$ cat config.mk
export PLATFORM = sky130hd
export DESIGN_NAME = debounce_bank
export DESIGN_NICKNAME = d
export VERILOG_FILES = /design/src/rtl/debounce_pkg.sv /design/src/rtl/debounce_channel.sv /design/src/rtl/debounce_bank.sv
export SDC_FILE = /design/constraint.sdc
export NUM_CORES = 1
export LEC_CHECK = 0
export BUFFER_PORTS_ARGS = -buffer_cell sky130_fd_sc_hd__buf_2
export CAP_MARGIN = 0
export CORE_UTILIZATION = 40
export DETAILED_ROUTE_END_ITERATION = 10
export PLACE_DENSITY = 0.54
export SETUP_SLACK_MARGIN = 0.1
export SLEW_MARGIN = 20
export SYNTH_ARGS = -nofsm -noshare
export SYNTH_HDL_FRONTEND = slang
export SYNTH_SLANG_ARGS = --single-unit
$ cat constraint.sdc
create_clock -name CLK -period 4.1 [get_ports CLK]
set_clock_uncertainty 0.15 [all_clocks]
set_input_delay 0.205 -clock CLK [delete_from_list [all_inputs] [get_ports CLK]]
set_output_delay 0.205 -clock CLK [all_outputs]
set_load 0.01 [all_outputs]
$ cat src/rtl/debounce_pkg.sv
// Shared types and helpers for the push-button front end.
package debounce_pkg;

  typedef enum logic [1:0] {
    RPT_IDLE   = 2'd0,
    RPT_DELAY  = 2'd1,
    RPT_REPEAT = 2'd2
  } rpt_state_t;

  // Bits needed to hold 0..n-1, never less than one bit.
  function automatic int cnt_w(input int n);
    int w;
    w = $clog2(n);
    return (w < 1) ? 1 : w;
  endfunction

endpackage

$ cat src/rtl/debounce_channel.sv
// One button channel: two-flop synchroniser, polarity normalisation,
// tick-based debounce with press/release pulses and hold-to-repeat FSM.
//
// state      | meaning
// -----------+------------------------------------------------------
// RPT_IDLE   | button released, or auto-repeat disabled for channel
// RPT_DELAY  | pressed, counting ticks up to the first repeat pulse
// RPT_REPEAT | still held, emitting a repeat pulse every period
//
// "release" and "repeat" are language keywords, so the pulse outputs
// carry an _evt suffix.
module debounce_channel
  import debounce_pkg::*;
#(
  parameter int DEBOUNCE_TICKS      = 10,
  parameter int REPEAT_DELAY_TICKS  = 500,
  parameter int REPEAT_PERIOD_TICKS = 100,
  parameter bit ACTIVE_LOW          = 1'b1,
  parameter bit REPEAT_EN           = 1'b1
) (
  input  logic CLK,
  input  logic RESET,
  input  logic tick,
  input  logic raw,
  output logic level,
  output logic press,
  output logic release_evt,
  output logic repeat_evt
);

  localparam int DW   = cnt_w(DEBOUNCE_TICKS);
  localparam int RMAX = (REPEAT_DELAY_TICKS > REPEAT_PERIOD_TICKS) ?
                        REPEAT_DELAY_TICKS : REPEAT_PERIOD_TICKS;
  localparam int RW   = cnt_w(RMAX);

  localparam logic [DW-1:0] D_LAST   = DW'(DEBOUNCE_TICKS - 1);
  localparam logic [RW-1:0] DLY_LAST = RW'(REPEAT_DELAY_TICKS - 1);
  localparam logic [RW-1:0] PER_LAST = RW'(REPEAT_PERIOD_TICKS - 1);

  logic          sync1, sync2;
  logic          act;
  logic [DW-1:0] dcnt;
  logic          accept, rise, fall;
  rpt_state_t    state;
  logic [RW-1:0] rcnt;
  logic          rpt_fire;

  // Synchroniser; resets to the idle pin level so a held button is seen fresh.
  always_ff @(posedge CLK or negedge RESET) begin
    if (!RESET) begin
      sync1 <= ACTIVE_LOW;
      sync2 <= ACTIVE_LOW;
    end else begin
      sync1 <= raw;
      sync2 <= sync1;
    end
  end

  assign act    = sync2 ^ ACTIVE_LOW;
  assign accept = tick && (act != level) && (dcnt == D_LAST);
  assign rise   = accept && act;
  assign fall   = accept && !act;

  // Debounce counter: any agreeing cycle restarts the disagreement run.
  always_ff @(posedge CLK or negedge RESET) begin
    if (!RESET) begin
      dcnt        <= '0;
      level       <= 1'b0;
      press       <= 1'b0;
      release_evt <= 1'b0;
    end else begin
      press       <= rise;
      release_evt <= fall;
      if (act == level) begin
        dcnt <= '0;
      end else if (tick) begin
        if (dcnt == D_LAST) begin
          level <= act;
          dcnt  <= '0;
        end else begin
          dcnt <= dcnt + 1'b1;
        end
      end
    end
  end

  // Repeat pulse decode; a coinciding release suppresses it.
  always_comb begin
    rpt_fire = 1'b0;
    if (tick && !fall) begin
      case (state)
        RPT_DELAY:  rpt_fire = (rcnt == DLY_LAST);
        RPT_REPEAT: rpt_fire = (rcnt == PER_LAST);
        default:    rpt_fire = 1'b0;
      endcase
    end
  end

  // Repeat FSM and its tick counter.
  always_ff @(posedge CLK or negedge RESET) begin
    if (!RESET) begin
      state      <= RPT_IDLE;
      rcnt       <= '0;
      repeat_evt <= 1'b0;
    end else begin
      repeat_evt <= rpt_fire;
      if (fall) begin
        state <= RPT_IDLE;
        rcnt  <= '0;
      end else begin
        case (state)
          RPT_IDLE: begin
            if (rise && REPEAT_EN) begin
              state <= RPT_DELAY;
              rcnt  <= '0;
            end
          end
          RPT_DELAY: begin
            if (tick) begin
              if (rcnt == DLY_LAST) begin
                state <= RPT_REPEAT;
                rcnt  <= '0;
              end else begin
                rcnt <= rcnt + 1'b1;
              end
            end
          end
          RPT_REPEAT: begin
            if (tick) begin
              if (rcnt == PER_LAST) rcnt <= '0;
              else                  rcnt <= rcnt + 1'b1;
            end
          end
          default: begin
            state <= RPT_IDLE;
            rcnt  <= '0;
          end
        endcase
      end
    end
  end

endmodule

$ cat src/rtl/debounce_bank.sv
// Multi-channel button front end: shared tick prescaler plus N_CH
// independent debounce/auto-repeat channels feeding the LCD control logic.
module debounce_bank
  import debounce_pkg::*;
#(
  parameter int N_CH                = 4,
  parameter int CLK_FREQ            = 50000000,
  parameter int TICK_HZ             = 1000,
  parameter int DEBOUNCE_TICKS      = 10,
  parameter int REPEAT_DELAY_TICKS  = 500,
  parameter int REPEAT_PERIOD_TICKS = 100,
  parameter bit ACTIVE_LOW          = 1'b1,
  parameter     REPEAT_EN           = {N_CH{1'b1}}
) (
  input  logic            CLK,
  input  logic            RESET,
  input  logic [N_CH-1:0] raw,
  output logic [N_CH-1:0] level,
  output logic [N_CH-1:0] press,
  output logic [N_CH-1:0] release_evt,
  output logic [N_CH-1:0] repeat_evt,
  output logic [N_CH-1:0] key_event,
  output logic            tick
);

  localparam int DIV = CLK_FREQ / TICK_HZ;
  localparam int PW  = cnt_w(DIV);
  localparam logic [PW-1:0] P_LAST = PW'(DIV - 1);

  if (DIV < 2) begin : g_bad_div
    $error("debounce_bank: CLK_FREQ/TICK_HZ must be at least 2");
  end
  if (DEBOUNCE_TICKS < 1 || REPEAT_DELAY_TICKS < 1 || REPEAT_PERIOD_TICKS < 1) begin : g_bad_ticks
    $error("debounce_bank: all *_TICKS parameters must be at least 1");
  end
  if ($bits(REPEAT_EN) != N_CH) begin : g_bad_mask
    $error("debounce_bank: REPEAT_EN width must equal N_CH");
  end

  logic [PW-1:0] pcnt;

  // Prescaler wraps at DIV-1; tick is high for that one count.
  always_ff @(posedge CLK or negedge RESET) begin
    if (!RESET)              pcnt <= '0;
    else if (pcnt == P_LAST) pcnt <= '0;
    else                     pcnt <= pcnt + 1'b1;
  end

  assign tick = (pcnt == P_LAST);

  for (genvar i = 0; i < N_CH; i++) begin : g_ch
    debounce_channel #(
      .DEBOUNCE_TICKS      (DEBOUNCE_TICKS),
      .REPEAT_DELAY_TICKS  (REPEAT_DELAY_TICKS),
      .REPEAT_PERIOD_TICKS (REPEAT_PERIOD_TICKS),
      .ACTIVE_LOW          (ACTIVE_LOW),
      .REPEAT_EN           (REPEAT_EN[i])
    ) u_ch (
      .CLK         (CLK),
      .RESET       (RESET),
      .tick        (tick),
      .raw         (raw[i]),
      .level       (level[i]),
      .press       (press[i]),
      .release_evt (release_evt[i]),
      .repeat_evt  (repeat_evt[i])
    );
  end

  assign key_event = press | repeat_evt;

endmodule

After elaboration in Yosys (flattened, before gate mapping)
Index checks and enable logic that the tools add are counted.

storage, ports and cells
  bits in registers = 100
  input bits = 6
  output and inout port bits = 21
  logic and storage cells = 217

cells by class
  add/subtract/negate cells = 9
  equal/unequal tests = 49
  mux-type cells = 69
  bitwise gates (word level) = 9
  reduce and logical (&&, ||, !) cells = 44

operator list
  kind                     count
  $mux W9                  24
  $pmux W9 S3              4
  $mux W4                  12
  $add A9 B1 Y9 const B    4
  $eq A9 B7 Y1 const B     4
  $eq A9 B9 Y1 const B     4
  $mux W2                  16
  $ne A3 B1 Y1 const B     10
  $pmux W2 S3              4
  $reduce_and A3 Y1        8
  $logic_and A1 B1 Y1      20
  $ne A3 B2 Y1 const B     6
  $add A16 B1 Y16 const B  1
  $add A4 B1 Y4 const B    4
  $eq A16 B16 Y1 const B   1
  $eq A4 B4 Y1 const B     4
  $mux W16                 1
  $reduce_and A4 Y1        4
  $eq A2 B1 Y1 const B     4
  $eq A2 B2 Y1 const B     4
  $logic_not A2 Y1         4
  $ne A2 B1 Y1 const B     4
  $not A1 Y1               8
  $pmux W1 S2              4
  6 further kinds          21

Longest topological paths before layout
Gate-level depths: netlist of the first run.

  word-level depth = 8
  mapped depth = 10
  gate-level depth less buffers = 8

Modules after synthesis
Synthesis of the first run repeated with hierarchy kept, for this count alone.

second synthesis, totals
  cell total of the unflattened synthesis = 587
  area, all modules = 5532.8 um2

modules (own cells, without submodules)
  module            instances  cells an instance  area each (um2)
  debounce_channel  4          129                1188.6
  debounce_bank     1          71                 778.2

Worst setup path before layout of the first run
OpenSTA, ideal clock, no wires.

  kind = register to register
  start point = reg g_ch[1].u_ch.state[0]
  end point = reg g_ch[1].u_ch.rcnt[2]
  setup time = 129 ps
  arrival time = 2059 ps
  data required time = 3821 ps
  path slack = 1762 ps
  stages on the path, launching flop included = 10
  path buffers = 2
  period minus slack after synthesis = 2338 ps
  cell sequence = dfrtp_1 -> ha_1 -> or4_1 -> or4_1 -> o211ai_2 -> or2_2 -> buf_4 -> or2_1 -> buf_6 -> o21ai_0

between the ends
  word-level cells in the longest chain between the ends = 3
  elaborated cells on any way between the ends = 9
  classes of those cells = 5 x eq/ne; 2 x mux; 2 x reduce/logical

ends and longest elaborated chain
  item                                                           line                     text
  from (decl)                                                    debounce_channel.sv:44   rpt_state_t state;
  from (signal assigned)                                         debounce_channel.sv:102  state <= RPT_IDLE;
  from (signal assigned)                                         debounce_channel.sv:108  state <= RPT_IDLE;
  from (signal assigned)                                         debounce_channel.sv:114  state <= RPT_DELAY;
  $eq A2 B2 Y1 (tied with other cells)                           debounce_channel.sv:111  case (state)
  $ne A3 B2 Y1 (no source line) (tied with other cells)          --
  $reduce_and A3 Y1 (no source line) or $mux W9 (tied branches)  --
  to (signal assigned)                                           debounce_channel.sv:124  rcnt <= rcnt + 1'b1;
  to (signal assigned)                                           debounce_channel.sv:131  else rcnt <= rcnt + 1'b1;
  to (decl)                                                      debounce_channel.sv:45   logic [RW-1:0] rcnt;

Parallel ways exist; a longest one is shown, timed or not.
A chain may end at the register's enable or synchronous reset.

Final worst setup path of the first run
  start point = reg pcnt[0]
  end point = reg g_ch[3].u_ch.rcnt[7]

between the ends
  word-level cells in the longest chain between the ends = 6
  elaborated cells on any way between the ends = 10
  classes of those cells = 4 x eq/ne; 1 x mux; 5 x reduce/logical

ends and longest elaborated chain
  item                                                           line                                            text
  from (decl)                                                    debounce_bank.sv:40                             logic [PW-1:0] pcnt;
  from (signal assigned)                                         debounce_bank.sv:46                             else pcnt <= pcnt + 1'b1;
  $eq A16 B16 Y1 *                                               debounce_bank.sv:49                             assign tick = (pcnt == P_LAST);
  $logic_and A1 B1 Y1 (2 in series)                              debounce_channel.sv:60                          assign accept = tick && (act != level) && (dcnt == D_LAST);
  $logic_and A1 B1 Y1, on equally long branches                  debounce_channel.sv:62, debounce_channel.sv:61
  $ne A3 B1 Y1 (no source line) or $ne A3 B2 Y1 (tied branches)  --
  $reduce_and A3 Y1 (no source line)                             --
  to (signal assigned)                                           debounce_channel.sv:124
  to (signal assigned)                                           debounce_channel.sv:131
  to (decl)                                                      debounce_channel.sv:45

Every way passes the cells marked *; elsewhere a longest branch is shown, timed or not.

==> results of run 1 <==
==> through the flow <==
step	util	setup WS, ns	hold slack [ns]	instance area (um2)
after floorplan	-	1.76	-0.241	5530
after global placement	0.427	1.03	0.160	5690
after detailed placement	0.427	0.970	0.161	5690
after CTS	0.453	0.933	0.207	6050
after global routing	0.453	0.560	0.209	6050
final	0.453	0.935	0.206	6050
==> repair_timing <==
item / in CTS / in global routing
endpoints found under the hold margin: 68 / 0
hold buffers: 5 / 0
buffers inserted: 0 / 0
==> state kept, by name, summed over array words and instances (netlist names) <==
name,flops
g_ch.u_ch.level,4
g_ch.u_ch.release_evt,4
g_ch.u_ch.dcnt,16
g_ch.u_ch.sync2,4
g_ch.u_ch.sync1,4
g_ch.u_ch.rcnt,36
g_ch.u_ch.state,8
g_ch.u_ch.press,4
pcnt,16
g_ch.u_ch.repeat_evt,4
==> worst paths after layout <==
check | startpoint | end | depth (start not counted)
worst max register to register | pcnt[0] | g_ch[3].u_ch.rcnt[7] | 9
max in group asynchronous | RESET | g_ch[2].u_ch.sync2 | 3
worst max-delay path | pcnt[0] | g_ch[3].u_ch.rcnt[7] | 9
worst min-delay path | g_ch[1].u_ch.sync1 | g_ch[1].u_ch.sync2 | 0
worst min register to register | g_ch[1].u_ch.sync1 | g_ch[1].u_ch.sync2 | 0
min in group asynchronous | RESET | g_ch[3].u_ch.rcnt[4] | 2
==> power groups by stage <==
| stage | Sequential, mW | Combinational (mW) | Clock [mW] |
|---|---|---|---|
| final | 0.997 | 0.0300 | 0.874 |
| after global routing | 0.997 | 0.0357 | 0.946 |
| after floorplan | 1.01 | 0.00329 | 0 |
| after detailed placement | 1.02 | 0.0284 | 0 |
| after global placement | 1.02 | 0.0282 | 0 |
| after CTS | 0.996 | 0.0321 | 0.906 |
==> cell type report <==
cell class / instances / share of cell area
flip-flops and latches: 100 / 0.415
inverters: 25 / 0.0155
clock inverters: 5 / 0.0101
multi-input cells: 422 / 0.448
repair buffers: 34 / 0.0339
clock buffers: 11 / 0.0401
well taps: 176 / 0.0364
==> placed cells by master (no fill, tap or decap), types with 3 or more instances in the layout <==
master / n
a21oi_1: 23
mux2i_1: 6
or4_1: 6
nand3_1: 30
or2_1: 3
nand4_1: 6
or2_2: 11
and4b_1: 4
nor4_1: 4
dfstp_2: 8
o31ai_1: 9
xnor2_1: 3
o21ai_0: 33
nand2b_1: 3
a22oi_1: 4
clkbuf_16: 9
buf_4: 4
dlygate4sd3_1: 5
nor3_1: 37
o31ai_2: 5
mux2_2: 3
nand2_1: 51
nor2_1: 58
a21o_1: 5
and3_1: 10
o211ai_1: 3
nor3b_1: 3
dfrtp_1: 92
inv_1: 25
xor2_1: 15
a22o_1: 14
nor2b_1: 4
buf_2: 25
a2bb2oi_1: 5
ha_1: 29
o21ai_1: 3
clkinvlp_4: 3
==> layer usage <==
layer	share of wire	vias up	track usage
met2	0.45	56	0.257
met1	0.50	1982	0.218
met5	0	-	0
met4	0.018	0	0.0516
li1	-	2072	-
met3	0.033	18	0.0452
==> logic make-up after synthesis <==
kind of cell	Yosys count
buffers and inverters	60
multiplexers	9
XOR/XNOR	18
AO/OA/AOI/OAI	120
flip-flops	100
adder cells (fa/ha/maj)	29
AND/OR/NAND/NOR	246
==> summary by stage, run 1 <==
Finish
After filler insertion, the fill cell instance count of the layout stands at 1275. In the final layout, the multi-input gates occupy 2710 um2. The sequential cell area in the final layout is 2510 um2. The layout net count is 627. The number of antenna diodes in the final layout is 0.

The count of placed standard cells in the final layout, fillers left out is 773. The layout cell share with drive strength beyond 1 is 0.131. Compared with the post-synthesis result, the final layout area differs by 9.29%.

Timing
For the pin with the worst max-slew slack, the measured transition is 0.909 ns. The final critical-path share of the clock period is 0.772. The sum of negative setup slack is 0 ns. The final count of negative-setup-slack endpoints is 0. Setup repair after global routing left no endpoint under its margin. The total count of max-transition violations in the final report is 0.

The final critical path time including I/O delays and setup is 3.17 ns. The relative max-transition margin is 0.394. The hold violation total from the final report is 0. Static timing analysis puts the maximum clock frequency at 316 MHz.

Clock network
Counting the buffers created by CTS gives 9. Once the clock tree was built, the resizer swapped 0 gates to a different size. TritonCTS built the clock tree. The number of H-tree levels is 3. Clock tree synthesis selected as its root buffer the cell clkbuf_16.

Clock latency on the worst-skew pair, taken at its later pin, is 0.35 ns. The worst-case clock buffer depth is 2. The number of sinks driven by the clock tree is 100.

The clock transition at the registers of the reported paths is 0.07 ns.

Power and ir drop
The share of total power dissipated in combinational logic is 0.016. Cell internal power was estimated by the tool at 1.49 mW. The part of the power in the clock network is 0.460. Across the VDD grid, the largest voltage drop is 0.237 mV.

Of the total power, registers draw 0.524. The power per cell area is 314 nW/um2. For this design the static power due to leakage is 2.72 nW. Of the total power, the share spent switching nets is 0.215. The analysis attributes to net switching a power of 409 uW. The post-layout total power is 1.90 mW.

Place
Routability-driven placement finished with a final weighted congestion of 0.788. The cell total after placement is 752. The detailed placement HPWL is 7.22 mm. The port buffer count is 26.

GRT
The number of antenna violations at the first check in global routing is 0. The largest net degree at the start of global routing is 72. The first global-routing pass estimated 18.8 mm of wire. The via count of the first global-routing pass is 4036. After global routing the overflow that remains totals 0. The global routing usage summed across all routing layers is 0.163.

Yosys
The number of enable-type register cells in the synthesized netlist is 0. The netlist area before placement is 5530 um2. The most common cell in the netlist is dfrtp_1.

Of the total synthesized cell area, the portion taken by AND, OR, NAND and NOR gates is 0.231. After synthesis, the largest family of logic cells by area is simple AND/OR/NAND/NOR gates. The arithmetic-cell share of the synthesized area counting full adders, half adders and majority gates is 0.0656. Yosys mapped the design onto 59 distinct sky130hd cell types.

The average instance area after synthesis is 9.51 um2. The sequential area share after synthesis is 0.454. The fraction of synthesized cell area in xor and xnor cells is 0.0285. The Yosys step of the flow raised 0 warnings. The portion of synthesized area spent on multiplexers is 0.0170. By count the netlist is led by dfrtp_1 (92), nor2_1 (58), nand2_1 (51).

Of the post-synthesis cell area, the dominant cell type holds 0.416. After synthesis the netlist holds a flip-flop and latch count of 100. The post-synthesis compound-gate area fraction is 0.148. The synthesized netlist net count is 617.

The most instantiated flip-flop cell in the synthesis netlist is dfrtp_1. Of all flip-flops after synthesis, the portion carrying an async set or reset was 1.00. The gate count after technology mapping is 582. dfrtp_1 takes more of the synthesized area than any other cell. In the post-synthesis netlist, the biggest area contributors are dfrtp_1 (42%), ha_1 (6.6%), nor2_1 (3.9%).

Critical path
STA puts the critical path data arrival time at 3.25 ns. The largest single stage delay on the critical path is 0.50 ns. The critical path class is register to register.

The category of cells accounting for the largest share of critical-path delay is compound AO/OA/AOI/OAI gates. The buffer and inverter count on the worst path is 2. Walking the worst path, the cells encountered are ha_1 > and3_1 > nand4_4 > inv_1 > buf_4 > nor2_1 > o21ai_0 > o21ai_0 > a22o_1.

Among all stages on the critical path, the largest delay is contributed by o21ai_0. STA classifies the critical path endpoint as a register. By instance count, the cell type seen most on the critical path is o21ai_0. The kind of start point of the critical path is a register.

The maximum fanout along the worst path is 28. The endpoint required time on the critical path is 4.19 ns. The slack of the worst reg-to-reg path is 0.93 ns.

Routing
The number of routed nets with antenna violations is 0. Summed over all layers, the routed wires come to 10.7 mm. Using the TritonRoute via totals, the vias-per-cell ratio works out to 5.34. The number of DRC markers in iteration 0 is 293. Before antenna repair, the detailed router went through 4 iterations. The routed layout has 4128 vias. After detailed routing, the average wire length per cell comes to 13.8 um. In the routed design, unresolved DRC markers number 0.

Die
From left edge to right edge, the die measures 120 um. The effective utilization at floorplan is 0.415. The die covers 14300 um2. The floorplan row count is 42. From bottom edge to top edge, the die measures 120 um. The standard cell core area is 13300 um2. The top-level port count is 27.

Status
The flow ran to the end, and the final reports show no timing, DRC or antenna violations.

Worst hold path
In this run the worst hold path is classified as register to register.

Run
The max capacitance violation total is 0.
No activity file was read; power rests on OpenSTA's default activity.
==> inputs of run 2 (changes only) <==
--- a/config.mk
+++ b/config.mk
@@ -9,7 +9,7 @@
 export CAP_MARGIN = 0
 export CORE_UTILIZATION = 40
 export DETAILED_ROUTE_END_ITERATION = 10
-export PLACE_DENSITY = 0.54
+export PLACE_DENSITY = 0.56
 export SETUP_SLACK_MARGIN = 0.1
 export SLEW_MARGIN = 20
 export SYNTH_ARGS = -nofsm -noshare
==> constraint.sdc (replaced) <==
create_clock -name CLK -period 2.6 [get_ports CLK]
set_clock_uncertainty 0.15 [all_clocks]
set_input_delay 0.13 -clock CLK [delete_from_list [all_inputs] [get_ports CLK]]
set_output_delay 0.13 -clock CLK [all_outputs]
set_load 0.01 [all_outputs]
==> summary by stage, run 2 (synthesis results as in run 1) <==
Critical path
The endpoint type of the worst setup path is a register (unchanged). The endpoint required time on the critical path is 2.71 ns (was 4.19 ns). The startpoint of the worst register-to-register path is pcnt[11] (was pcnt[0]). The worst setup path startpoint is pcnt[11] (was pcnt[0]). The endpoint arrival time on the critical path came to 2.55 ns (was 3.25 ns). The maximum fanout along the worst path is 7 (was 28). The kind of start point of the critical path is a register (unchanged). The critical path class is register to register (unchanged).

Finish
The signed area change from the synthesized netlist to the final layout came to 18.1% (was 9.29%). The number of antenna repair diodes was 0 (unchanged). The filler cell count is 1271 (was 1275). The post-layout instance area is 6540 um2 (was 6050 um2).

Largest regs: g_ch.u_ch.rcnt x36, g_ch.u_ch.dcnt x16, pcnt x16 (unchanged). The layout cell share with drive strength beyond 1 is 0.207 (was 0.131). The count of placed standard cells in the final layout, fillers left out is 809 (was 773).

The register with the highest flop count is g_ch.u_ch.rcnt (unchanged). The layout net count is 663 (was 627). The fraction of the core area covered by cells at the end of the flow came to 0.490 (was 0.453).

The most common library cell in the layout ignoring fill and taps is dfrtp_1 (unchanged). The number of flip-flops under the largest register name was 36 (unchanged). Commonest cells after routing, fill and taps aside: dfrtp_1 (92), nor2_1 (58), nand2_1 (51), nor3_1 (37), buf_4 (34) (was dfrtp_1 (92), nor2_1 (58), nand2_1 (51), nor3_1 (37), o21ai_0 (33)).

Power and ir drop
The net switching power is 610 uW (was 409 uW). The largest vdd supply drop is 0.372 mV (was 0.237 mV). The combinational power share was 0.017 (was 0.016). The net switching fraction of the power is 0.199 (was 0.215). The reported leakage power came to 2.94 nW (was 2.72 nW). The power per cell area is 468 nW/um2 (was 314 nW/um2).

The post-layout total power is 3.06 mW (was 1.90 mW). The part of the power in the clock network is 0.469 (was 0.460). The fraction of power consumed by sequential logic came to 0.514 (was 0.524). The total internal power is 2.45 mW (was 1.49 mW).

Worst hold path
The worst min-delay path class is primary input to asynchronous set/reset pin (was register to register).

GRT
The number of antenna violations at the first check in global routing was 0 (unchanged). The global routing usage summed across all routing layers was 0.168 (was 0.163). The via count of the first global-routing pass is 4084 (was 4036). The largest net degree at the start of global routing was 59 (was 72). The wire length of the first global-routing pass was 19.2 mm (was 18.8 mm). The total global routing overflow is 0 (unchanged).

Routing
The aggregate routed wire length is 11.3 mm (was 10.7 mm). The count of unresolved DRC violations after routing is 0 (unchanged). The number of detailed-route iterations in the first pass is 4 (unchanged). The average via count per standard cell came to 5.34 (about the same). The wire length per cell is 14.0 um (was 13.8 um). The vias after detailed routing is 4317 (was 4128).

The number of DRC markers in iteration 0 is 242 (was 293). The number of routed nets with antenna violations is 0 (unchanged).

Clock network
The later-pin clock latency in the skew report was 0.35 ns (about the same). The number of sinks driven by the clock tree is 100 (unchanged). The total CTS buffers came to 9 (unchanged). The cell at the root of the clock tree is clkbuf_16 (unchanged).

The clock transition at the registers of the reported paths is 0.07 ns (about the same). The worst-case clock buffer depth is 2 (unchanged). The CTS tree is built (unchanged). The number of H-tree levels is 3 (unchanged).

Run
The max capacitance violation total is 0 (unchanged).

Die
The top-level port count was 27 (unchanged). The floorplan row count came to 42 (unchanged). The effective utilization at floorplan is 0.415 (unchanged).

The standard cell core area is 13300 um2 (unchanged). The area of the die is 14300 um2 (unchanged). The width of the die is 120 um (unchanged). The floorplan die height was 120 um (unchanged).

Status
Result of the run: finished clean (unchanged).

Timing
The final critical path time including I/O delays and setup was 2.45 ns (was 3.17 ns). The relative max-transition margin is 0.621 (was 0.394). The final critical-path share of the clock period is 0.941 (was 0.772). The highest clock rate is 409 MHz (was 316 MHz). The measured slew at the worst slew-check pin is 0.568 ns (was 0.909 ns). The least setup slack across all paths after layout came to 0.154 ns (was 0.935 ns). RSZ-0062 raised after global routing: true (was false). The worst hold slack is 0.168 ns (was 0.206 ns). The final count of negative-setup-slack endpoints is 0 (unchanged).

The sum of negative setup slack is 0 ns (unchanged). The hold violation total from the final report is 0 (unchanged). The total count of max-transition violations in the final report came to 0 (unchanged).

Place
The weighted congestion reported at the end of routability-driven placement is 0.857 (was 0.788). The cell total after placement was 781 (was 752). The detailed placement HPWL is 7.90 mm (was 7.22 mm). The placement-stage cell area is 5920 um2 (was 5690 um2). The port buffer count was 26 (unchanged). The setup slack at placement is -0.0248 ns (was 0.970 ns).
run 2: final timing paths:
check                                       end  slack (ns)  depth (start not counted)
setup / recovery           g_ch[1].u_ch.rcnt[8]        0.15                          7
hold / removal             g_ch[3].u_ch.rcnt[5]        0.17                          2
setup reg to reg           g_ch[1].u_ch.rcnt[8]        0.15                          7
hold reg to reg              g_ch[1].u_ch.sync2        0.21                          0
max in group asynchronous    g_ch[2].u_ch.sync1        1.39                          3
min in group CLK             g_ch[1].u_ch.sync2        0.21                          0
run 2: final cells by class:
class | instances | area (um2) | area share
Clock inverter | 4 | 72.6 | 0.0111
Sequential cell | 100 | 2510 | 0.384
Timing Repair Buffer | 70 | 515 | 0.0789
Tap cell | 176 | 220 | 0.0337
Clock buffer | 12 | 246 | 0.0377
Multi-Input combinational cell | 422 | 2870 | 0.439
Inverter | 25 | 97.6 | 0.0149
run 2: layer usage:
layer  share of wire  GRT usage  vias to the layer above
li1                -          -                     2147
met1            0.49      0.224                     2112
met2            0.47      0.266                       48
met3           0.031     0.0461                       10
met4           0.012     0.0523                        0
met5               0          0                        -
run 2: timing repair:
item	4_1_cts	5_1_grt
endpoints found under the hold margin	40	0
pin swaps	1	15
gates resized for setup	7	34
hold buffers	5	0
buffers inserted	1	6
setup endpoints to repair	33	34
run 2: worst max-delay path, cell delays in order (launching register included):
cell and delay (ns):
dfrtp_1 0.41, nor4b_4 0.35, nand4_4 0.25, buf_6 0.19
o31a_1 0.24, or2_1 0.26, or2_4 0.31, o31ai_4 0.19
run 2: power groups by stage:
stage | registers, mW | clock network, mW | logic [mW]
floorplan | 1.60 | 0 | 0.00519
global placement | 1.60 | 0 | 0.0505
detailed placement | 1.60 | 0 | 0.0506
CTS | 1.57 | 1.48 | 0.0566
global route | 1.57 | 1.54 | 0.0624
finish | 1.57 | 1.44 | 0.0536
